==> config.mk <==
export PLATFORM = sky130hd
export DESIGN_NAME = instr_fetch
export DESIGN_NICKNAME = d
export VERILOG_FILES = /design/src/rtl/ifetch_pkg.sv /design/src/rtl/if_id_slot.sv /design/src/rtl/instr_fetch.sv
export SDC_FILE = /design/constraint.sdc
export NUM_CORES = 1
export LEC_CHECK = 0
export CORE_ASPECT_RATIO = 0.6
export CORE_MARGIN = 1.5
export CORE_UTILIZATION = 42
export DETAILED_ROUTE_END_ITERATION = 6
export PLACE_DENSITY = 0.83
export SKIP_CTS_REPAIR_TIMING = 1
export SYNTH_ARGS = -nofsm -noshare
export SYNTH_HDL_FRONTEND = slang
export SYNTH_SLANG_ARGS = --single-unit
==> constraint.sdc <==
create_clock -name clk -period 3.6 [get_ports clk]
set_input_delay 0.36 -clock clk [delete_from_list [all_inputs] [get_ports clk]]
set_output_delay 0.36 -clock clk [all_outputs]
set_load 0.01 [all_outputs]
==> src/rtl/ifetch_pkg.sv <==
// ifetch_pkg: shared types and constants for the instruction-fetch front end.
`default_nettype none

package ifetch_pkg;

    typedef enum logic [1:0] {
        BOOT  = 2'd0,
        RUN   = 2'd1,
        HALT  = 2'd2,
        FAULT = 2'd3
    } state_e;

    localparam int unsigned INSTR_BYTES = 4;
    localparam logic [31:0] HALT_WORD   = 32'h0000_0000;
    localparam logic [31:0] RV_NOP      = 32'h0000_0013;

endpackage

`default_nettype wire

==> src/rtl/if_id_slot.sv <==
// if_id_slot: one-entry IF/ID register with valid/ready handshake, flush and load.
`default_nettype none

module if_id_slot (
    input  logic        clk,
    input  logic        reset,
    input  logic        flush_i,
    input  logic        load_i,
    input  logic [31:0] instr_i,
    input  logic [31:0] pc_i,
    input  logic        ready_i,
    output logic        valid_o,
    output logic [31:0] instr_o,
    output logic [31:0] pc_o
);

    logic        valid_q;
    logic [31:0] instr_q;
    logic [31:0] pc_q;

    // Flush beats load beats drain; payload only changes on load.
    always_ff @(posedge clk or posedge reset) begin
        if (reset) begin
            valid_q <= 1'b0;
            instr_q <= 32'h0;
            pc_q    <= 32'h0;
        end else if (flush_i) begin
            valid_q <= 1'b0;
        end else if (load_i) begin
            valid_q <= 1'b1;
            instr_q <= instr_i;
            pc_q    <= pc_i;
        end else if (ready_i) begin
            valid_q <= 1'b0;
        end
    end

    assign valid_o = valid_q;
    assign instr_o = instr_q;
    assign pc_o    = pc_q;

endmodule

`default_nettype wire

==> src/rtl/instr_fetch.sv <==
// instr_fetch: PC/FSM owner driving a combinational-read instruction memory into an IF/ID slot.
// Optional fetch_count handshake counter enabled by defining IFETCH_PERF_CNT_EN.
`default_nettype none

module instr_fetch
    import ifetch_pkg::*;
#(
    parameter logic [31:0] RESET_PC   = 32'h0000_0000,
    parameter int unsigned IMEM_BYTES = 32
) (
    input  logic        clk,
    input  logic        reset,
    output logic [31:0] imem_pc,
    input  logic [31:0] imem_instr,
    input  logic        redirect_valid,
    input  logic [31:0] redirect_pc,
    input  logic        id_ready,
    output logic        id_valid,
    output logic [31:0] id_instr,
    output logic [31:0] id_pc,
    output logic        halted,
    output logic        fetch_fault
`ifdef IFETCH_PERF_CNT_EN
    ,
    output logic [31:0] fetch_count
`endif
);

    // Widened to 33 bits so a pc near 2^32 cannot wrap into range.
    localparam logic [32:0] LAST_FETCH_PC = 33'(IMEM_BYTES - INSTR_BYTES);

    state_e      state_q, state_d;
    logic [31:0] pc_q, pc_d;
    logic        fetch_ok;
    logic        slot_free;
    logic        redirect_take;
    logic        load;

    assign redirect_take = redirect_valid && (state_q != BOOT);
    assign fetch_ok      = (state_q == RUN) && (pc_q[1:0] == 2'b00)
                           && ({1'b0, pc_q} <= LAST_FETCH_PC);
    assign slot_free     = !id_valid || id_ready;

    always_ff @(posedge clk or posedge reset) begin
        if (reset) begin
            state_q <= BOOT;
            pc_q    <= RESET_PC;
        end else begin
            state_q <= state_d;
            pc_q    <= pc_d;
        end
    end

    always_comb begin
        state_d = state_q;
        if (redirect_take) begin
            state_d = RUN;
        end else begin
            case (state_q)
                BOOT: state_d = RUN;
                RUN: begin
                    if (!fetch_ok)
                        state_d = FAULT;
                    else if (slot_free && (imem_instr == HALT_WORD))
                        state_d = HALT;
                end
                default: state_d = state_q;
            endcase
        end
    end

    always_comb begin
        load = 1'b0;
        pc_d = pc_q;
        if (redirect_take) begin
            pc_d = redirect_pc;
        end else if (fetch_ok && slot_free && (imem_instr != HALT_WORD)) begin
            load = 1'b1;
            pc_d = pc_q + 32'(INSTR_BYTES);
        end
    end

    if_id_slot u_slot (
        .clk     (clk),
        .reset   (reset),
        .flush_i (redirect_take),
        .load_i  (load),
        .instr_i (imem_instr),
        .pc_i    (pc_q),
        .ready_i (id_ready),
        .valid_o (id_valid),
        .instr_o (id_instr),
        .pc_o    (id_pc)
    );

    assign imem_pc     = pc_q;
    assign halted      = (state_q == HALT);
    assign fetch_fault = (state_q == FAULT);

`ifdef IFETCH_PERF_CNT_EN
    logic [31:0] fetch_count_q;

    // A flushed slot is not a handshake, even with id_ready high.
    always_ff @(posedge clk or posedge reset) begin
        if (reset)
            fetch_count_q <= 32'h0;
        else if (id_valid && id_ready && !redirect_take)
            fetch_count_q <= fetch_count_q + 32'd1;
    end

    assign fetch_count = fetch_count_q;
`endif

endmodule

`default_nettype wire

==> results.toml, run 1 <==
[routing]
finalWirelength_mm = 10.16
num_vias = 2935
routedWlPerCell_um = 16.79
firstDrtPassIters = 4
viasPerCell = 4.851
drt_iter0_drc = 115
drc = 0
ant_nets = 0

[worst_hold_path]
min_path_type = "input pin to asynchronous set/reset pin"

[place]
placed_cells = 589
dp_slack_ns = 0.7530
gp_congestion = 0.8032
portBuffers = 166
dp.final_hpwl_mm = 7.319
placed_cell_area_mm2 = 0.005693

[grt]
grt_pass1_wl_mm = 16.59
grt_max_degree = 66
grt_use_total_pct = 21.93
grt_pass1_vias = 3099
overflow = 0
grt_antenna_before_repair = 0

[cts]
htreeDepth = 3
clock_sinks = 99
clk_pin_slew_worst_paths_ns = 0.07
numCtsBuffers = 9
clock_latency_ns = 0.34
cts-root-buf = "clkbuf_16"
cts_tree = "done"
clock_path_buffers = 2

[setup_path]
crit_arrival_ns = 3.11
critPathLaunchType = "flip-flop"
endpoint_kind = "flip-flop"
criticalPathCategory = "flip-flop to flip-flop"
cp_slowest_cell = "or4b_1"
slowest_delay_ns = 0.55
critPathMaxFanout = 65
worstPathCellList = "or4b_1 > nor4_2 > nand4_1 > nor4_4 > buf_12 > mux2_2"
cp_data_required_time_ns = 3.83

[finish]
drive_above_1_share_pct = 12.58
postLayoutCellArea_mm2 = 0.005976
instances_no_fill = 605
final_cell_mix = "clkdlybuf4s50_1, dfrtp_1, nand2_1"
utilization_pct = 68.29
syn2layout_area_growth_pct = 53.52
final_common_cell = "clkdlybuf4s50_1"
diodes = 0
fin_nets = 557

[synthesis]
syn-cell-area_mm2 = 0.003892
synth_top_family_by_area = "simple AND/OR/NAND/NOR gates"
synthCells = 321
ys_warn_count = 0
synth_fa_ha_area_share_pct = 0.3214
avgSynthCellArea_um2 = 12.13
ys_seq_elements = 99
ys_seq_area_share_pct = 63.65
syn_nets = 390
synth_compound_area_share_pct = 2.250
synthMuxAreaShare_pct = 12.05
synth_simple_gate_area_share_pct = 19.54
synthDistinctLibCells = 28
synth-xor-area-share_pct = 0

[sta]
period_needed_ns = 2.879
post-route-period-util_pct = 79.97
tightest_slew_ns = 0.6149
rsz0062_at_grt = "false"
setup_tns_ns = 0
fmax_mhz = 347.4
setup_viol = 0
maxSlewViolCount = 0
finClkSkew_ns = 0.006074
relSlewSlack_pct = 59.01
holdWs_ns = 0.4516
hold_violations = 0
setup_ws_ns = 0.7212

[floorplanning]
rows = 26
core_area_mm2 = 0.008751
ioPinCount = 167
fp.dieH_um = 77.57
die_x_um = 127.3
start_util_pct = 44.48
die_area_mm2 = 0.009874

[pwr]
p_switching_uw = 615.7
clockPowerShare_pct = 37.7
ir_worst_vdd_mv = 0.2672
powerDensity_mw_per_mm2 = 410.3
switching_share_pct = 25.12
power.leakage_nw = 2.724
seqPwrFrac_pct = 49.2
p_int_mw = 1.836
power_mw = 2.452
combPwrFrac_pct = 13.1

[run_status]
outcome = "complete, no violations"

[run]
cap_viol_max_count = 0
[synthesized netlist by cell type]
cell type  count  area (µm²)
and4_1         1       8.760
ha_1           1       12.51
inv_1          1       3.750
o31a_1         1       8.760
mux2_4        20       300.3
a41o_1         1       10.01
nand2b_1       2       12.51
or4b_1         1       10.01
clkbuf_1       7       26.28
mux2_2        15       168.9
buf_2          5       25.02
buf_4          1       7.510
nand4_1        1       6.260
dfrtp_1       99        2477
o31ai_1        3       22.52
nor4_1        14       87.58
nor2_1         9       33.78
nor4_2         3       37.54
a21oi_1        3       15.01
o21ai_1        1       5.000
buf_6          2       22.52
nor2b_1       32       200.2
or4_1          2       15.01
nor3_1         1       5.000
a31oi_1        3       18.77
o21a_1         1       7.510
and2_1         1       6.260
nand2_1       90       337.8
[worst max-delay path, delay by kind of cell, from the launching register on]
| kind | cells | cell delay [ns] |
|---|---|---|
| buffers and inverters | 1 | 0.36 |
| DFF | 1 | 0.40 |
| muxes | 1 | 0.38 |
| and+or+nand+nor | 4 | 1.59 |
[state kept, by name, indices dropped and copies added (netlist names)]
register	cells
imem_pc	32
u_slot.instr_o	32
u_slot.pc_o	32
state_q	2
u_slot.valid_o	1
[path summary, 6_finish.rpt]
check | start | to | slack, ns | depth (start not counted)
worst max-delay path | imem_pc[30]$_DFFE_PP0P_ | u_slot.instr_o[19]$_DFFE_PP0P_ | 0.72 | 6
worst min-delay path | reset | u_slot.instr_o[28]$_DFFE_PP0P_ | 0.45 | 2
worst max register to register | imem_pc[30]$_DFFE_PP0P_ | u_slot.instr_o[19]$_DFFE_PP0P_ | 0.72 | 6
worst min register to register | imem_pc[11]$_DFFE_PP0P_ | imem_pc[11]$_DFFE_PP0P_ | 0.49 | 2
max in group asynchronous | reset | u_slot.pc_o[16]$_DFFE_PP0P_ | 2.47 | 3
min in group clk | imem_pc[11]$_DFFE_PP0P_ | imem_pc[11]$_DFFE_PP0P_ | 0.49 | 2
[power by group through the flow]
stage,sequential [mW],combinational (mW),clock [mW]
finish,1.21,0.322,0.924
global route,1.21,0.348,0.993
CTS,1.21,0.327,0.944
detailed placement,1.23,0.325,0
global placement,1.22,0.317,0
floorplan,1.24,0.0882,0
[routing by layer]
metal  track usage (%)  share of wire [%]  up-vias
met1             29.71                 47     1417
li1                  -                  -     1405
met3             7.517                6.6       11
met4             6.023                1.2        0
met2             33.78                 46      102
met5                 0                  0        -
[kinds of logic after synthesis]
kind of cell	Yosys count
adders and majority gates	1
DFF	99
muxes	35
buffers and inverters	16
AOI/OAI and AO/OA	13
and+or+nand+nor	157
[layout make-up]
type	instances	area (µm²)
Fill cell	631	2775
Inverter	1	6.256
Multi-Input combinational cell	206	1345
Sequential cell	99	2477
Clock inverter	7	57.56
Timing Repair Buffer	171	1724
Tap cell	112	140.1
Clock buffer	9	225.2
(Power assumes the default switching activity.)
==> inputs of run 2 (changes only) <==
clock period = 3 ns   (was 3.6 ns; I/O delays follow)
==> results.toml, run 2 (synthesized netlist as in run 1, its figures left out) <==
[run_status]
outcome = "complete, no violations"

[routing]
routedWlPerCell_um = 16.64
ant_nets = 0
firstDrtPassIters = 4
drc = 0
num_vias = 2949
viasPerCell = 4.866
drt_iter0_drc = 132
finalWirelength_mm = 10.08

[cts]
htreeDepth = 3
cts-root-buf = "clkbuf_16"
clock_path_buffers = 2
clock_sinks = 99
numCtsBuffers = 9
cts_tree = "done"
clock_latency_ns = 0.34
clk_pin_slew_worst_paths_ns = 0.07

[place]
placed_cells = 590
dp_slack_ns = 0.4660
portBuffers = 166
dp.final_hpwl_mm = 7.183
gp_congestion = 0.7713

[floorplanning]
rows = 26
ioPinCount = 167
die_x_um = 127.3
fp.dieH_um = 77.57
start_util_pct = 44.48
die_area_mm2 = 0.009874
core_area_mm2 = 0.008751

[pwr]
ir_worst_vdd_mv = 0.3295
powerDensity_mw_per_mm2 = 484.0
p_int_mw = 2.194
seqPwrFrac_pct = 50.1
p_switching_uw = 696.1
clockPowerShare_pct = 36.6
combPwrFrac_pct = 13.4
power.leakage_nw = 2.719
power_mw = 2.890
switching_share_pct = 24.08

[setup_path]
critPathMaxFanout = 65
r2r_cells = 6
criticalPathCategory = "flip-flop to flip-flop"
endpoint_kind = "flip-flop"
critPathLaunchType = "flip-flop"
crit_arrival_ns = 2.77
cp_data_required_time_ns = 3.22
r2r_setup_slack_ns = 0.45

[grt]
grt_use_total_pct = 21.57
grt_pass1_vias = 3147
grt_pass1_wl_mm = 16.54
overflow = 0
grt_max_degree = 66
grt_antenna_before_repair = 0

[finish]
syn2layout_area_growth_pct = 53.39
drive_above_1_share_pct = 12.35
nFillCells = 629
fin_nets = 558
diodes = 0
final_cell_mix = "clkdlybuf4s50_1, dfrtp_1, nand2_1"
instances_no_fill = 606
final_common_cell = "clkdlybuf4s50_1"

[sta]
rsz0062_at_grt = "false"
setup_ws_ns = 0.4501
relSlewSlack_pct = 43.46
setup_viol = 0
fmax_mhz = 392.2
holdWs_ns = 0.4167
tightest_slew_ns = 0.8480
finClkSkew_ns = 0.008328
maxSlewViolCount = 0
setup_tns_ns = 0
post-route-period-util_pct = 85.00
period_needed_ns = 2.550
hold_violations = 0

[worst_hold_path]
min_path_type = "input pin to asynchronous set/reset pin"

[run]
cap_viol_max_count = 0
==> run 2: changes by cell type in the layout (fill, tap and decap cells not counted) <==
cell      delta
inv_8        -1
buf_4        +1
clkbuf_1     +2
clkinv_4     +1
inv_6        -2
==> run 2: final cells by class <==
| cell class | instances | area, µm² | area share (%) |
|---|---|---|---|
| clock inverters | 5 | 37.54 | 0.6287 |
| clock buffers | 11 | 232.7 | 3.898 |
| well taps | 112 | 140.1 | 2.347 |
| repair buffers | 172 | 1732 | 29.00 |
| multi-input cells | 206 | 1345 | 22.53 |
| inverters | 1 | 6.256 | 0.1048 |
| flip-flops and latches | 99 | 2477 | 41.49 |
==> run 2: path summary, 6_finish.rpt <==
kind	from	to
min in group clk	redirect_pc[15]	imem_pc[15]$_DFFE_PP0P_
max in group asynchronous	reset	state_q[0]$_DFFE_PP0P_
hold reg to reg	imem_pc[21]$_DFFE_PP0P_	imem_pc[21]$_DFFE_PP0P_
hold / removal	reset	u_slot.instr_o[28]$_DFFE_PP0P_
setup / recovery	imem_pc[0]$_DFFE_PP0P_	u_slot.pc_o[4]$_DFFE_PP0P_
setup reg to reg	imem_pc[0]$_DFFE_PP0P_	u_slot.pc_o[4]$_DFFE_PP0P_
==> run 2: worst max-delay path: stages (launching register included) <==
cell	delay (ns)
dfrtp_1	0.41
or4b_1	0.54
nor4_2	0.16
nand4_1	0.22
nor4_4	0.32
buf_12	0.35
mux2_2	0.39
==> run 2: power by group through the flow <==
stage          logic (mW)  registers (mW)  clock network [mW]
2_1_floorplan       0.106            1.49                   0
3_3_place_gp        0.379            1.47                   0
3_5_place_dp        0.389            1.47                   0
4_1_cts             0.392            1.45                1.09
5_1_grt             0.419            1.45                1.15
6_report            0.387            1.45                1.06
==> run 2: metrics by stage <==
| step | utilization (%) | area, µm² |
|---|---|---|
| after detailed placement | 65.14 | 5700 |
| after global routing | 68.23 | 5971 |
| final | 68.23 | 5971 |
| after global placement | 65.14 | 5700 |
| after CTS | 68.23 | 5971 |
| after floorplan | - | 3892 |
==> run 2: layer usage <==
layer,wire length [µm],part of all wire (%),global-route usage (%),up-vias
met4,162,1.6,5.795,0
met3,806,8.0,6.966,17
met1,4808,48,29.89,1399
met2,4304,43,32.76,124
met5,0,0,0,-
li1,-,-,-,1409
==> inputs of run 3 (changes only) <==
clock period = 2.61 ns   (was 3 ns; I/O delays follow)
==> results.toml, run 3 (synthesized netlist as in run 1, its figures left out) <==
[setup_path]
r2r_cells = 6
endpoint_kind = "flip-flop"
r2r-start = "imem_pc[30]$_DFFE_PP0P_"
crit_arrival_ns = 2.71
r2r_setup_slack_ns = 0.12
criticalPathCategory = "flip-flop to flip-flop"
r2r-end = "u_slot.instr_o[19]$_DFFE_PP0P_"
critPathLaunchType = "flip-flop"
critPathMaxFanout = 33
cp_data_required_time_ns = 2.83

[place]
gp_congestion = 0.8084
dp.final_hpwl_mm = 7.181
dp_slack_ns = 0.1291
portBuffers = 166

[sta]
setup_viol = 0
relSlewSlack_pct = 43.16
holdWs_ns = 0.4238
hold_violations = 0
finClkSkew_ns = 0.007958
post-route-period-util_pct = 95.29
fmax_mhz = 402.1
maxSlewViolCount = 0
tightest_slew_ns = 0.8525
setup_ws_ns = 0.1228
period_needed_ns = 2.487

[finish]
diodes = 0
nFillCells = 625
regArea_mm2 = 0.002477
syn2layout_area_growth_pct = 54.81
final_common_cell = "clkdlybuf4s50_1"
fin_nets = 561
multi_input_area_mm2 = 0.001351
drive_above_1_share_pct = 13.13
final_cell_mix = "clkdlybuf4s50_1, dfrtp_1, nand2_1"

[floorplanning]
rows = 26
ioPinCount = 167
fp.dieH_um = 77.57
start_util_pct = 44.48
die_x_um = 127.3
die_area_mm2 = 0.009874
core_area_mm2 = 0.008751

[grt]
grt_use_total_pct = 21.33
grt_pass1_wl_mm = 16.30
grt_max_degree = 100
overflow = 0
grt_antenna_before_repair = 0
grt_pass1_vias = 3054

[run_status]
outcome = "complete, no violations"

[cts]
clock_latency_ns = 0.33
cts_tree = "done"
clock_path_buffers = 2
clk_pin_slew_worst_paths_ns = 0.06
clock_sinks = 99
numCtsBuffers = 9
htreeDepth = 3
cts-root-buf = "clkbuf_16"

[routing]
routedWlPerCell_um = 16.58
num_vias = 2940
firstDrtPassIters = 4
drt_iter0_drc = 135
ant_nets = 0
drc = 0
viasPerCell = 4.843
finalWirelength_mm = 10.06

[pwr]
powerDensity_mw_per_mm2 = 553.4
power.leakage_nw = 2.743
ir_worst_vdd_mv = 0.3148

[run]
cap_viol_max_count = 0

[worst_hold_path]
min_path_type = "input pin to asynchronous set/reset pin"
-- run 3: cell type report --
type                       count  share of cell area, %
timing repair buffer         175                  29.40
sequential                    99                  41.11
inverter                       1                 0.1246
tap                          112                  2.326
clock inverter                 3                 0.4153
clock buffer                  11                  4.194
multi-input combinational    206                  22.43
-- run 3: critical path, cell delays in order (launching register included) --
cell       delay [ns]
dfrtp_1          0.39
or4b_1           0.54
nor4_2           0.15
nand4_1          0.21
nor4_4           0.39
clkbuf_16        0.32
mux2_2           0.36
-- run 3: through the flow --
stage	instances	utilization [%]	instance area [µm²]	setup TNS, ns	total power, mW
after floorplan	321	-	3896	0	1.835
after global placement	591	65.24	5709	0	2.123
after detailed placement	591	65.24	5709	0	2.138
after CTS	605	68.42	5987	0	3.389
after global routing	607	68.86	6026	-0.07330	3.481
final	607	68.86	6026	0	3.335
-- run 3: worst max path at each step --
stage | from | end | slack (ns) | depth (start not counted)
3_5_place_dp | imem_pc[30]$_DFFE_PP0P_ | u_slot.instr_o[19]$_DFFE_PP0P_ | 0.13 | 6
2_1_floorplan | imem_pc[30]$_DFFE_PP0P_ | u_slot.instr_o[0]$_DFFE_PP0P_ | 0.36 | 7
4_1_cts | imem_pc[0]$_DFFE_PP0P_ | u_slot.instr_o[19]$_DFFE_PP0P_ | 0.11 | 6
6_report | imem_pc[30]$_DFFE_PP0P_ | u_slot.instr_o[19]$_DFFE_PP0P_ | 0.12 | 6
5_1_grt | imem_pc[30]$_DFFE_PP0P_ | u_slot.instr_o[11]$_DFFE_PP0P_ | -0.02 | 7
3_3_place_gp | imem_pc[30]$_DFFE_PP0P_ | u_slot.instr_o[16]$_DFFE_PP0P_ | 0.20 | 6
-- run 3: power by group --
group          total [mW]  internal, mW  switching, mW
Clock                1.23         0.691          0.536
Sequential           1.66          1.60         0.0587
Combinational       0.444         0.268          0.177
-- run 3: metal layers --
layer / vias to the layer above / GRT usage (%) / share of wire (%)
met2: 97 / 31.41 / 43
met3: 12 / 7.379 / 6.6
li1: 1408 / - / -
met4: 0 / 5.682 / 1.2
met1: 1423 / 30.10 / 50
met5: - / 0 / 0
